**src/rtl/video_fetch.sv**
```systemverilog
// Raster video fetch and 1-bpp pixel serialiser: steals one SRAM read per
// 32-clock character slot and shifts the fetched byte out over the next slot.
module video_fetch #(
   parameter int          BYTES_PER_LINE = 32,
   parameter int          LINES_ACTIVE   = 192,
   parameter int          LINES_TOTAL    = 262,
   parameter int          VSYNC_START    = 224,
   parameter int          VSYNC_LEN      = 3,
   parameter logic [14:0] BASE_ADDR      = 15'h6000
) (
   input  logic        clk,
   input  logic        reset_n,
   input  logic [4:0]  h_low,
   input  logic        h_end,
   input  logic [7:0]  vid_d,
   output logic [14:0] vid_addr,
   output logic        vid_rd_n,
   output logic        pixel,
   output logic        active,
   output logic        vsync_n,
   output logic        frame_start
);

   logic [8:0]  line_q, line_d;
   logic [4:0]  col_q, col_d;
   logic        col_done_q, col_done_d;
   logic [14:0] line_base_q, line_base_d;
   logic        fetch_q, fetch_d;
   logic [7:0]  shift_q, shift_d;
   logic        shift_v_q, shift_v_d;
   logic        rd_n_q, rd_n_d;
   logic [14:0] addr_q, addr_d;
   logic        pixel_q, pixel_d;
   logic        active_q, active_d;
   logic        vsync_n_q, vsync_n_d;
   logic        frame_start_q, frame_start_d;

   logic        line_active;
   logic        fetch_go;

   always_comb begin
      line_active = line_q < 9'(LINES_ACTIVE);
      // col_done marks a slot counter pushed past 31, so the saturated count
      // never re-fetches the last byte in long lines.
      fetch_go = !h_end && (h_low == 5'd29) && line_active && !col_done_q &&
                 ({1'b0, col_q} < 6'(BYTES_PER_LINE));

      line_d        = line_q;
      col_d         = col_q;
      col_done_d    = col_done_q;
      line_base_d   = line_base_q;
      fetch_d       = 1'b0;
      shift_d       = shift_q;
      shift_v_d     = shift_v_q;
      frame_start_d = 1'b0;

      if (h_end) begin
         col_d      = 5'd0;
         col_done_d = 1'b0;
         shift_v_d  = 1'b0;
         if (line_q == 9'(LINES_TOTAL - 1)) begin
            line_d        = 9'd0;
            line_base_d   = BASE_ADDR;
            frame_start_d = 1'b1;
         end else begin
            line_d = line_q + 9'd1;
            if (line_active) line_base_d = line_base_q + 15'(BYTES_PER_LINE);
         end
      end else begin
         fetch_d = (h_low == 5'd30) && !rd_n_q;
         if (h_low == 5'd31) begin
            if (col_q == 5'd31) col_done_d = 1'b1;
            else                col_d      = col_q + 5'd1;
            // The fetched byte lands straight in the shifter on the capture
            // edge so its first pixel shows at h_low==0 of the next slot.
            if (fetch_q) begin
               shift_d   = vid_d;
               shift_v_d = 1'b1;
            end else begin
               shift_v_d = 1'b0;
            end
         end else if (h_low[1:0] == 2'd3) begin
            shift_d = {shift_q[6:0], 1'b0};
         end
      end

      rd_n_d    = !fetch_go;
      addr_d    = fetch_go ? (line_base_q + {10'd0, col_q}) : addr_q;
      pixel_d   = shift_d[7] & shift_v_d;
      active_d  = shift_v_d;
      vsync_n_d = !(({1'b0, line_d} >= 10'(VSYNC_START)) &&
                    ({1'b0, line_d} <  10'(VSYNC_START + VSYNC_LEN)));
   end

   always_ff @(posedge clk or negedge reset_n) begin
      if (!reset_n) begin
         line_q        <= 9'd0;
         col_q         <= 5'd0;
         col_done_q    <= 1'b0;
         line_base_q   <= BASE_ADDR;
         fetch_q       <= 1'b0;
         shift_q       <= 8'd0;
         shift_v_q     <= 1'b0;
         rd_n_q        <= 1'b1;
         addr_q        <= BASE_ADDR;
         pixel_q       <= 1'b0;
         active_q      <= 1'b0;
         vsync_n_q     <= 1'b1;
         frame_start_q <= 1'b0;
      end else begin
         line_q        <= line_d;
         col_q         <= col_d;
         col_done_q    <= col_done_d;
         line_base_q   <= line_base_d;
         fetch_q       <= fetch_d;
         shift_q       <= shift_d;
         shift_v_q     <= shift_v_d;
         rd_n_q        <= rd_n_d;
         addr_q        <= addr_d;
         pixel_q       <= pixel_d;
         active_q      <= active_d;
         vsync_n_q     <= vsync_n_d;
         frame_start_q <= frame_start_d;
      end
   end

   assign vid_addr    = addr_q;
   assign vid_rd_n    = rd_n_q;
   assign pixel       = pixel_q;
   assign active      = active_q;
   assign vsync_n     = vsync_n_q;
   assign frame_start = frame_start_q;

endmodule
```
**config.mk**
```make
export PLATFORM = sky130hd
export DESIGN_NAME = video_fetch
export DESIGN_NICKNAME = d
export VERILOG_FILES = /design/src/rtl/video_fetch.sv
export SDC_FILE = /design/constraint.sdc
export NUM_CORES = 1
export LEC_CHECK = 0
export CORE_UTILIZATION = 45
export CTS_BUF_LIST = sky130_fd_sc_hd__clkbuf_4
export DETAILED_ROUTE_END_ITERATION = 10
export PLACE_DENSITY = 0.8
export SLEW_MARGIN = 30
export SYNTH_ARGS = -nofsm -noshare
export SYNTH_HDL_FRONTEND = slang
export SYNTH_SLANG_ARGS = --single-unit
```
**constraint.sdc**
```tcl
create_clock -name clk -period 2 [get_ports clk]
set_input_delay 0.4 -clock clk [delete_from_list [all_inputs] [get_ports clk]]
set_output_delay 0.4 -clock clk [all_outputs]
set_load 0.01 [all_outputs]
```
==> impl_metrics.csv, run 1 <==
group,metric,value,unit
clock_network,cts.path.max_buffers,2,
worst_hold_path,hold_end,"line_q[4]$_DFF_PN0_",
synthesis,yosysWarnings,0,
synthesis,synth_edf_count,0,
setup_path,path_class,"reg2reg",
floorplan,coreArea,5510,µm²
setup_path,path_max_fanout,6,
grt,gr-usage-all-layers,19.5,%
synthesis,synthArstFlopShare,100,%
clock_network,cts.sinks,54,
sta,worstMarginPinSlew,330,ps
synthesis,syn_inst,236,
worst_hold_path,min_delay_path_depth,3,
pwr,total_power,2.89,mW
routing,wire_per_inst,14.7,µm
synthesis,ys.flop_type,"dfrtp_1",
setup_path,cp-start-kind,"register",
grt,grt_max_degree,55,
pwr,ir_drop,538,µV
grt,grt_pass1_vias,2038,
routing,drc,0,
routing,via_per_inst,5.54,
place,portBuffers,35,
place,place_inst,359,
setup_path,crit_arrival,2250,ps
clock_network,clkTransAtPathRegs,150,ps
place,post-dp-hpwl,3780,µm
grt,overflow,0,
place,routabilityCongestion,0.819,
worst_hold_path,worstHoldStart,"h_end",
pwr,leakagePower,1.46,nW
cells_and_area,nets,323,
setup_path,endpoint_kind,"register",
setup_path,crit_required,2310,ps
pwr,power_density,852,nW/µm²
clock_network,cts_tree,"yes",
sta,rsz0062_at_grt,"false",
worst_hold_path,hold_path.class,"in2reg",
sta,final.setup.tns,0,ps
sta,finalClockSkew,17.3,ps
synthesis,post_synth.cell_area_avg,10.9,µm²
synthesis,synth_nets,257,
floorplan,io_pins,36,
synthesis,ys_seq_elements,54,
clock_network,cts-buffers-inserted,5,
floorplan,fp.dieH,77.7,µm
sta,slew_headroom,77.7,%
synthesis,synth_area,2580,µm²
clock_network,htree_levels,2,
sta,finalHoldViolCount,0,
floorplan,die_x,77.7,µm
job,cap_viol_max_count,0,
sta,setup_viol,0,
floorplan,initial_core_util,46.8,%
setup_path,r2r_slack,60,ps
sta,slew_violations,0,
routing,drt_first_pass_iters,4,
sta,timing.final.crit_share,96.9,%
sta,fin_crit,1940,ps
grt,antenna_found_initial,0,
synthesis,ys_seq_area_share,52.7,%
routing,vias,2077,
synthesis,yosysUniqueCellTypes,50,
sta,fmax,0.516,GHz
routing,drt_iter0_drc,190,
outcome,status,"finished, final reports clean",
cells_and_area,diodes,0,
setup_path,reg2reg_from,"line_q[1]$_DFF_PN0_",
cells_and_area,fin_cells,375,
floorplan,fp-row-count,27,
routing,drtAntennaViolNets,0,
grt,grt_pass1_wl,9270,µm
setup_path,reg2regPathDepth,5,
sta,finalWorstSetupSlack,62.9,ps
floorplan,dieArea,6030,µm²
cells_and_area,drive_above_1_share,26.4,%
place,pre_cts_ws,-393,ps
setup_path,timing.rr.end,"vsync_n$_DFF_PN1_",
cells_and_area,area_growth,31.6,%
routing,wirelength,5510,µm
clock_network,clk_latency,390,ps
cells_and_area,fin_util,61.6,%
clock_network,clockRootBuffer,"clkbuf_4",
layout by cell type (no fill, tap or decap), types with 9 or more instances in the layout:
master and instances:
nand2_1 19, buf_4 30, clkdlybuf4s50_1 33, nand3_1 11, o21ai_0 11, nor2_1 15
dfrtp_1 44, mux2_2 15, a21oi_1 9
sequential cells by signal (all words and copies together) (netlist names), 5 cells and up:
signal	cells
vid_addr	15
line_base_q	10
line_q	9
shift_q	8
col_q	5
critical path, cell delays in order, from the launching register on:
cell and delay [ps]:
dfrtp_2 470, ha_4 200, a21o_1 200, a221o_1 360, a22o_1 180, or4b_4 470
worst max-delay path by stage:
stage	from	to	slack, ps	cells after the start
3_5_place_dp	h_end	vsync_n$_DFF_PN1_	-390	6
4_1_cts	line_q[1]$_DFF_PN0_	vsync_n$_DFF_PN1_	7	5
6_report	line_q[1]$_DFF_PN0_	vsync_n$_DFF_PN1_	60	5
2_1_floorplan	line_q[1]$_DFF_PN0_	vsync_n$_DFF_PN1_	20	5
5_1_grt	line_q[0]$_DFF_PN0_	line_base_q[10]$_DFFE_PN0P_	20	7
3_3_place_gp	h_end	vsync_n$_DFF_PN1_	-340	6
area by class of cell:
type | count | area (µm²)
repair buffers | 69 | 634
fillers | 441 | 2120
flip-flops and latches | 54 | 1360
inverters | 8 | 30.0
clock buffers | 5 | 37.5
well taps | 72 | 90.1
multi-input cells | 164 | 1190
clock inverters | 3 | 42.5
synthesized netlist by cell type (2+ instances only):
| master | count | area [µm²] |
|---|---|---|
| o21ai_0 | 11 | 55.1 |
| or4_1 | 6 | 45.0 |
| clkbuf_1 | 2 | 7.51 |
| nand4_2 | 2 | 25.0 |
| o31ai_1 | 5 | 37.5 |
| nor2_1 | 15 | 56.3 |
| a22oi_1 | 7 | 52.6 |
| mux2i_1 | 2 | 20.0 |
| nor3b_1 | 2 | 15.0 |
| nand2b_1 | 2 | 12.5 |
| or4b_1 | 2 | 20.0 |
| buf_2 | 5 | 25.0 |
| o21a_1 | 2 | 15.0 |
| a32o_1 | 2 | 20.0 |
| nor3_1 | 7 | 35.0 |
| nand2_1 | 19 | 71.3 |
| nand3_1 | 11 | 55.1 |
| nand4_1 | 2 | 12.5 |
| a21oi_1 | 10 | 50.1 |
| ha_1 | 5 | 62.6 |
| or3_1 | 4 | 25.0 |
| inv_1 | 7 | 26.3 |
| nor4b_1 | 2 | 17.5 |
| dfrtp_1 | 48 | 1200 |
| mux2_2 | 15 | 169 |
| and3_1 | 4 | 25.0 |
| dfstp_2 | 6 | 158 |
| xnor2_1 | 7 | 61.3 |
| nor4_1 | 3 | 18.8 |
cell families (layout without fill, tap and decap cells):
family          count (synthesis)  in the layout  synth area share, %
compound gates                 44             44                 11.5
xor+xnor                        8              8                 2.72
fa+ha+maj                       5              5                 2.43
buf+inv                        18             85                 3.30
flops                          54             54                 52.7
mux                            17             17                 7.33
simple gates                   90             90                 20.0
layer usage:
metal,up-vias,share of wire (%),track usage (%)
li1,995,-,-
met1,1014,44,24.8
met2,57,50,31.6
met3,11,3.9,4.24
met4,0,2.0,9.06
met5,-,0,0
timing repair:
| item | in CTS | in global routing |
|---|---|---|
| gates resized for setup | 1 | 12 |
| buffers inserted | 2 | 6 |
| pin swaps | 0 | 2 |
| endpoints found under the setup margin | 1 | 8 |
| hold buffers | 1 | 0 |
| hold endpoints to repair | 48 | 0 |
metrics by stage:
stage / instance area, µm² / hold WS [ps]
2_1_floorplan: 2590 / 104
5_1_grt: 3390 / 432
3_5_place_dp: 3190 / 417
6_report: 3390 / 438
4_1_cts: 3300 / 516
3_3_place_gp: 3190 / 413
power by group:
| part | switching, mW | total (mW) | internal [mW] |
|---|---|---|---|
| clock | 0.356 | 0.620 | 0.264 |
| sequential | 0.196 | 1.43 | 1.24 |
| combinational | 0.377 | 0.835 | 0.458 |
(Power assumes the default switching activity.)
==> run 2, diff against run 1 <==
Settings changed: HOLD_SLACK_MARGIN set to 0.1.
==> results of run 2 <==
The final DEF is identical to that of run 1; final timing and power are the same.
==> run 3, diff against run 2 <==
Settings changed: CORE_MARGIN set to 2, SKIP_CTS_REPAIR_TIMING set to 1.
==> impl_metrics.csv, run 3 (same netlist as run 1, synthesis figures left out) <==
group,metric,value,unit
place,place_inst,359,
setup_path,endpoint_kind,"register",
floorplan,coreArea,5510,µm²
cells_and_area,fillers,453,
clock_network,cts_tree,"yes",
sta,finalWorstSetupSlack,26.2,ps
sta,setup_viol,0,
floorplan,die_x,79.7,µm
setup_path,cp-start-kind,"register",
cells_and_area,drive_above_1_share,27.2,%
sta,final.setup.tns,0,ps
cells_and_area,layout.cells.most_common,"dfrtp_1",
place,routabilityCongestion,0.790,
sta,slew_violations,0,
setup_path,slowest_delay,480,ps
cells_and_area,nets,322,
place,portBuffers,35,
grt,antenna_found_initial,0,
worst_hold_path,hold_path.class,"reg2reg",
pwr,swShare,32.0,%
floorplan,dieArea,6350,µm²
pwr,leakagePower,1.46,nW
setup_path,crit_arrival,2280,ps
setup_path,path_max_fanout,5,
routing,vias,2065,
grt,grt_pass1_wl,9100,µm
sta,rsz0062_at_grt,"true",
setup_path,crit_chain,"ha_4, nand4_4, buf_6, or4b_4, o211ai_1, or4b_4",
grt,grt_max_degree,55,
cells_and_area,diodes,0,
routing,via_per_inst,5.52,
pwr,p_switching,0.937,mW
cells_and_area,fin_cells,374,
sta,fin_crit,1970,ps
floorplan,io_pins,36,
clock_network,clk_latency,380,ps
pwr,ir_drop,433,µV
cells_and_area,largest_reg_flops,15,
routing,wire_per_inst,15.2,µm
clock_network,clockRootBuffer,"clkbuf_4",
setup_path,cp_top_family,"simple AND/OR/NAND/NOR gates",
routing,drc,0,
sta,holdWs,513,ps
floorplan,fp.dieH,79.7,µm
clock_network,cts-buffers-inserted,5,
place,pre_cts_ws,-392,ps
job,cap_viol_max_count,0,
pwr,power_density,857,nW/µm²
sta,slew_headroom,70.9,%
clock_network,htree_levels,2,
grt,grt_pass1_vias,1999,
sta,finalHoldViolCount,0,
cells_and_area,final_cell_mix,"dfrtp_1, clkdlybuf4s50_1, buf_4, nand2_1",
setup_path,crit_required,2310,ps
sta,timing.final.crit_share,98.7,%
setup_path,path_class,"reg2reg",
floorplan,fp-row-count,27,
routing,wirelength,5680,µm
sta,fmax,0.507,GHz
setup_path,cp_common_cell,"or4b_4",
floorplan,initial_core_util,46.8,%
sta,worstMarginPinSlew,434,ps
sta,finalClockSkew,8.74,ps
clock_network,cts.path.max_buffers,2,
clock_network,cts.sinks,54,
pwr,power.share.combinational,29.4,%
pwr,total_power,2.93,mW
place,post-dp-hpwl,3840,µm
routing,drtAntennaViolNets,0,
routing,drt_iter0_drc,158,
grt,overflow,0,
setup_path,crit_buf_inv,1,
pwr,clkPwrFrac,21.5,%
pwr,seqPwrFrac,49.1,%
setup_path,cp_slowest_cell,"or4b_4",
clock_network,clkTransAtPathRegs,140,ps
pwr,internal-power,1.99,mW
routing,drt_first_pass_iters,4,
cells_and_area,area_growth,32.6,%
outcome,status,"finished, final reports clean",
grt,gr-usage-all-layers,18.5,%
-- run 3: path summary, 6_finish.rpt --
check | from | end | slack, ps | depth (start not counted)
max | line_q[0]$_DFF_PN0_ | vsync_n$_DFF_PN1_ | 30 | 6
min reg2reg | line_base_q[14]$_DFFE_PN1P_ | line_base_q[14]$_DFFE_PN1P_ | 510 | 2
max in group asynchronous | reset_n | vid_addr[14]$_DFFE_PN1P_ | 1170 | 3
min | line_base_q[14]$_DFFE_PN1P_ | line_base_q[14]$_DFFE_PN1P_ | 510 | 2
min in group asynchronous | reset_n | shift_q[6]$_DFFE_PN0P_ | 520 | 3
max reg2reg | line_q[0]$_DFF_PN0_ | vsync_n$_DFF_PN1_ | 30 | 6
-- run 3: power by group through the flow --
stage | clock, mW | combinational [mW] | sequential [mW]
after floorplan | 0 | 0.481 | 1.36
after global placement | 0 | 0.701 | 1.42
after detailed placement | 0 | 0.728 | 1.43
after CTS | 0.643 | 0.731 | 1.41
after global routing | 0.686 | 0.945 | 1.46
final | 0.628 | 0.861 | 1.44
-- run 3: metrics by stage --
step	utilization [%]	area [µm²]
6_report	62.0	3420
5_1_grt	62.0	3420
4_1_cts	59.7	3290
3_5_place_dp	58.2	3200
3_3_place_gp	58.2	3200
2_1_floorplan	-	2590
-- run 3: layout make-up --
type / count / area, µm² / area share (%)
Inverter: 8 / 33.8 / 0.989
Timing Repair Buffer: 68 / 641 / 18.8
Clock inverter: 1 / 30.0 / 0.879
Clock buffer: 7 / 52.6 / 1.54
Multi-Input combinational cell: 164 / 1210 / 35.3
Tap cell: 72 / 90.1 / 2.64
Sequential cell: 54 / 1360 / 39.9
-- run 3: per-layer routing --
layer | global-route usage [%] | share of wire, % | vias up
li1 | - | - | 992
met1 | 24.7 | 46 | 1018
met2 | 29.0 | 49 | 49
met3 | 4.64 | 3.7 | 6
met4 | 6.90 | 1.5 | 0
met5 | 0 | 0 | -
-- run 3: worst min-delay path: cells and delay by family (launching register included) --
kind	cells	cell delay (ps)
AOI/OAI and AO/OA	1	60
and+or+nand+nor	1	70
DFF	1	400
